--- src/rtl/noc_local_ni.sv ---
`default_nettype none
// ============================================================================
// Module      : noc_local_ni
// Description : Local network interface between a core and a 2D-mesh router.
//               TX: 4-entry flit FIFO feeding a valid/return injection port.
//               RX: single-entry payload buffer with return-based flow control
//               and misroute detection.
// Options     : NI_TIMEOUT_EN - when defined, an unanswered injection is
//               dropped after 15 cycles in SEND and timeout_err pulses.
// Revision    : 1.0 - initial release
// ============================================================================
module noc_local_ni (
  input  logic       clk,
  input  logic       rst,
  input  logic [1:0] X_address,
  input  logic [1:0] Y_address,
  input  logic       tx_wr,
  input  logic [1:0] tx_dest_x,
  input  logic [1:0] tx_dest_y,
  input  logic [3:0] tx_payload,
  output logic       tx_full,
  output logic [7:0] Data_out_L,
  output logic       val_out_L,
  input  logic       ret_in_L,
  input  logic [7:0] Data_in_L,
  input  logic       val_in_L,
  output logic       ret_out_L,
  output logic [3:0] rx_data,
  output logic       rx_valid,
  input  logic       rx_rd,
  output logic       rx_misroute,
  output logic       timeout_err
);

  localparam int unsigned DEPTH = 4;

  typedef enum logic [0:0] {
    IDLE = 1'b0,
    SEND = 1'b1
  } tx_state_t;

  // TX path state
  logic [7:0] mem_q    [DEPTH];
  logic [7:0] mem_d    [DEPTH];
  logic [1:0] wr_ptr_q, wr_ptr_d;
  logic [1:0] rd_ptr_q, rd_ptr_d;
  logic [2:0] count_q,  count_d;
  tx_state_t  state_q,  state_d;
  logic [7:0] data_out_q, data_out_d;
  logic       val_out_q,  val_out_d;
  logic       w_push;
  logic       w_pop;

`ifdef NI_TIMEOUT_EN
  // Last counter value before the 15th unanswered SEND cycle
  localparam logic [3:0] C_TMO_LAST = 4'd14;
  logic [3:0] tmo_cnt_q, tmo_cnt_d;
  logic       timeout_q, timeout_d;
`endif

  // RX path state
  logic [3:0] rx_data_q,  rx_data_d;
  logic       rx_valid_q, rx_valid_d;
  logic       ret_out_q,  ret_out_d;
  logic       misroute_q, misroute_d;
  logic       w_capture;

  assign tx_full = (count_q == 3'd4);

  // TX: FIFO push/pop and the IDLE/SEND injection handshake
  always_comb begin
    w_push     = tx_wr && !tx_full;
    w_pop      = 1'b0;
    state_d    = state_q;
    data_out_d = data_out_q;
    val_out_d  = val_out_q;
`ifdef NI_TIMEOUT_EN
    tmo_cnt_d  = tmo_cnt_q;
    timeout_d  = 1'b0;
`endif
    if (state_q == IDLE) begin
      // A flit is only presented after a cycle in IDLE, giving the gap between flits
      if (count_q != 3'd0) begin
        state_d    = SEND;
        data_out_d = mem_q[rd_ptr_q];
        val_out_d  = 1'b1;
`ifdef NI_TIMEOUT_EN
        tmo_cnt_d  = 4'd0;
`endif
      end
    end else begin
      if (ret_in_L) begin
        w_pop     = 1'b1;
        val_out_d = 1'b0;
        state_d   = IDLE;
      end
`ifdef NI_TIMEOUT_EN
      else if (tmo_cnt_q == C_TMO_LAST) begin
        // Router never returned the flit: discard it and report
        w_pop     = 1'b1;
        val_out_d = 1'b0;
        timeout_d = 1'b1;
        state_d   = IDLE;
      end else begin
        tmo_cnt_d = tmo_cnt_q + 4'd1;
      end
`endif
    end

    mem_d = mem_q;
    if (w_push) begin
      mem_d[wr_ptr_q] = {tx_dest_x, tx_dest_y, tx_payload};
    end
    wr_ptr_d = w_push ? wr_ptr_q + 2'd1 : wr_ptr_q;
    rd_ptr_d = w_pop  ? rd_ptr_q + 2'd1 : rd_ptr_q;
    count_d  = count_q + {2'b00, w_push} - {2'b00, w_pop};
  end

  // RX: capture one flit when the buffer is free (or being drained), then return it
  always_comb begin
    w_capture  = val_in_L && !ret_out_q && (!rx_valid_q || rx_rd);
    rx_data_d  = rx_data_q;
    rx_valid_d = rx_valid_q;
    ret_out_d  = 1'b0;
    misroute_d = 1'b0;
    if (w_capture) begin
      rx_data_d  = Data_in_L[3:0];
      rx_valid_d = 1'b1;
      ret_out_d  = 1'b1;
      misroute_d = (Data_in_L[7:6] != X_address) || (Data_in_L[5:4] != Y_address);
    end else if (rx_rd && rx_valid_q) begin
      rx_valid_d = 1'b0;
    end
  end

  // All state registers with synchronous reset
  always_ff @(posedge clk) begin
    if (rst) begin
      for (int i = 0; i < DEPTH; i++) begin
        mem_q[i] <= 8'h00;
      end
      wr_ptr_q   <= 2'd0;
      rd_ptr_q   <= 2'd0;
      count_q    <= 3'd0;
      state_q    <= IDLE;
      data_out_q <= 8'h00;
      val_out_q  <= 1'b0;
`ifdef NI_TIMEOUT_EN
      tmo_cnt_q  <= 4'd0;
      timeout_q  <= 1'b0;
`endif
      rx_data_q  <= 4'h0;
      rx_valid_q <= 1'b0;
      ret_out_q  <= 1'b0;
      misroute_q <= 1'b0;
    end else begin
      mem_q      <= mem_d;
      wr_ptr_q   <= wr_ptr_d;
      rd_ptr_q   <= rd_ptr_d;
      count_q    <= count_d;
      state_q    <= state_d;
      data_out_q <= data_out_d;
      val_out_q  <= val_out_d;
`ifdef NI_TIMEOUT_EN
      tmo_cnt_q  <= tmo_cnt_d;
      timeout_q  <= timeout_d;
`endif
      rx_data_q  <= rx_data_d;
      rx_valid_q <= rx_valid_d;
      ret_out_q  <= ret_out_d;
      misroute_q <= misroute_d;
    end
  end

  assign Data_out_L  = data_out_q;
  assign val_out_L   = val_out_q;
  assign ret_out_L   = ret_out_q;
  assign rx_data     = rx_data_q;
  assign rx_valid    = rx_valid_q;
  assign rx_misroute = misroute_q;
`ifdef NI_TIMEOUT_EN
  assign timeout_err = timeout_q;
`else
  assign timeout_err = 1'b0;
`endif

endmodule
`default_nettype wire

--- config.mk ---
export PLATFORM = sky130hd
export DESIGN_NAME = noc_local_ni
export DESIGN_NICKNAME = d
export VERILOG_FILES = /design/src/rtl/noc_local_ni.sv
export SDC_FILE = /design/constraint.sdc
export NUM_CORES = 1
export LEC_CHECK = 0
export ABC_CLOCK_PERIOD_IN_PS = 4500
export CORE_UTILIZATION = 50
export DETAILED_ROUTE_END_ITERATION = 8
export HOLD_SLACK_MARGIN = 0.12
export PLACE_DENSITY = 0.83
export SLEW_MARGIN = 10
export SYNTH_ARGS = -nofsm -noshare
export SYNTH_HDL_FRONTEND = slang
export SYNTH_SLANG_ARGS = --single-unit
--- constraint.sdc ---
create_clock -name clk -period 4.5 [get_ports clk]
set_input_delay 0.675 -clock clk [delete_from_list [all_inputs] [get_ports clk]]
set_output_delay 0.675 -clock clk [all_outputs]
set_load 0.01 [all_outputs]
==> out/metrics.yaml <==
timing.fmax_mhz: 340.8
fin_crit_ns: 2.934
fin_crit_sh_pct: 65.21
peakVddDrop_mv: 0.1628
vias: 1808
setup_viol_count_final: 0
cp_data_required_time_ns: 3.83
yosysWarnings: 0
r2r_cells: 9
cap_violations: 0
die_y_um: 72.59
antenna_cells: 0
cp_cell_sequence: "or3b_1, inv_1, clkdlybuf4s50_1"
fill_cells: 385
drtPass1Iterations: 4
syn_avg_cell_area_um2: 10.38
slew-limit-headroom_pct: 54.24
syn_inst: 240
ys_seq_area_share_pct: 45.00
critPathKind: "reg2out"
routed_wl_mm: 4.945
htree_levels: 2
drt_iter0_markers: 152
root_buffer: "clkbuf_8"
min_path_cells: 2
drive_above_1_share_pct: 7.609
cp_data_arrival_time_ns: 2.26
syn_area_um2: 2491
clock_path_buffers: 2
p_per_area_nw_per_um2: 427.0
io_pins: 44
clkSinkCount: 56
cts_tree: "yes"
hold-worst-slack_ns: 0.4770
crit_path_max_incr_delay_ns: 0.64
grt_pass1_wl_mm: 8.390
dp_hpwl_mm: 3.409
outcome: "completed"
rsz0062_at_grt: "no"
layout_commonest_cell: "dfxtp_1"
avgRoutedWirePerCell_um: 14.42
ant_nets: 0
core_um2: 4755
grt_start_max_net_pins: 47
fin_skew_ns: 0.004433
io_buffers: 42
crit_path_top_delay_cell: "or3b_1"
gp_congestion: 0.7784
final_cell_mix: "dfxtp_1, clkdlybuf4s50_1, nand2b_1, mux2i_1, a21oi_1"
hold_path_class: "reg2reg"
synth-seq-cells: 56
power_mw: 1.294
overflow: 0
path_clk_slew_ns: 0.09
cts_resized: 0
hold_viol: 0
synth_nets: 273
area.growth.synth_to_final_pct: 21.60
crit_fanout: 15
grt_antenna_before_repair: 0
first_global_vias: 1774
viasPerCell: 5.271
critPathCaptureType: "output port"
rows: 25
start_kind: "register"
drc: 0
fp.dieW_um: 72.59
post-cts-setup-buffers: 0
nets: 308
total_leakage_power_nw: 1.196
slew_violations: 0
dieArea_um2: 5269
start_util_pct: 52.39
grt_use_total_pct: 20.70
ctsHoldBuffers: 0
synthDistinctLibCells: 32
clkLatencyLatePin_ns: 0.31
worstMarginPinSlew_ns: 0.6834
cts_buffers: 5
setup_tns_ns: 0
[metrics by stage]
stage	std cells	setup slack, ns	area [um2]	util, %
2_1_floorplan	240	2.184	2491	-
3_3_place_gp	335	1.679	2922	61.45
3_5_place_dp	335	1.580	2922	61.45
4_1_cts	343	1.558	3029	63.71
5_1_grt	343	1.465	3029	63.71
6_report	343	1.566	3029	63.71
[area by class of cell]
class	count	area [um2]	area share, %
timing repair buffer	43	427.9	14.13
clock inverter	2	35.03	1.157
clock buffer	6	72.57	2.396
multi-input combinational	161	1259	41.55
sequential	56	1121	37.01
tap	67	83.83	2.767
inverter	8	30.03	0.9913
[cells by family after synthesis]
logic type | Yosys count | share of synthesized area [%]
adders and majority gates | 7 | 3.817
xor gates and xnor gates | 8 | 2.813
DFF | 56 | 45.00
other | 1 | 0.1505
AOI/OAI and AO/OA | 39 | 9.192
and+or+nand+nor | 74 | 17.68
buffers and inverters | 23 | 4.470
muxes | 32 | 16.88
[worst paths after layout]
kind | end | start | slack, ns
max | tx_full | count_q[1] | 1.57
min | mem_q[19] | mem_q[19] | 0.48
max reg2reg | count_q[2] | count_q[1] | 2.08
min reg2reg | mem_q[19] | mem_q[19] | 0.48
[synthesized netlist by cell type, drive strengths merged]
cell / number / area, um2
and3: 1 / 11.26
xnor2: 3 / 26.28
nor2: 5 / 18.77
nand2b: 35 / 219.0
xor2: 5 / 43.79
nand3: 17 / 95.09
inv: 8 / 30.03
or3b: 1 / 8.760
nor2b: 4 / 25.02
ha: 6 / 75.07
nor3: 2 / 10.01
buf: 7 / 51.29
and2: 2 / 12.52
nand2: 4 / 15.01
a21oi: 17 / 88.84
mux2i: 24 / 240.2
dfxtp: 56 / 1121
clkbuf: 8 / 30.03
conb: 1 / 3.750
mux4: 8 / 180.2
o21ai: 14 / 70.07
a22o: 8 / 70.07
nor3b: 1 / 12.51
fa: 1 / 20.02
nor4: 1 / 6.260
or3: 1 / 6.260
[state kept, by name (all words and copies together) (netlist names)]
signal,cells
ret_out_L,1
rx_valid,1
wr_ptr_q,2
count_q,3
mem_q,32
state_q,1
rx_misroute,1
rx_data,4
Data_out_L,8
rd_ptr_q,2
val_out_L,1
[power breakdown]
part	internal (mW)	switching, mW	leakage [nW]	total [mW]
registers	0.556	0.0510	0.456	0.607
logic	0.176	0.184	0.684	0.360
clock network	0.165	0.161	0.0552	0.327
total	0.897	0.396	1.20	1.29
[critical path, delay by kind of cell, from the launching register on]
| kind | cells | cell delay (ns) |
|---|---|---|
| buffers and inverters | 2 | 0.95 |
| and+or+nand+nor | 1 | 0.64 |
| DFF | 1 | 0.35 |
[routing by layer]
metal	part of all wire [%]	global-route usage [%]
met2	48	34.06
met1	46	27.44
met5	0	0
met3	4.8	3.729
met4	1.0	7.190
No activity file was read; power rests on OpenSTA's default activity.
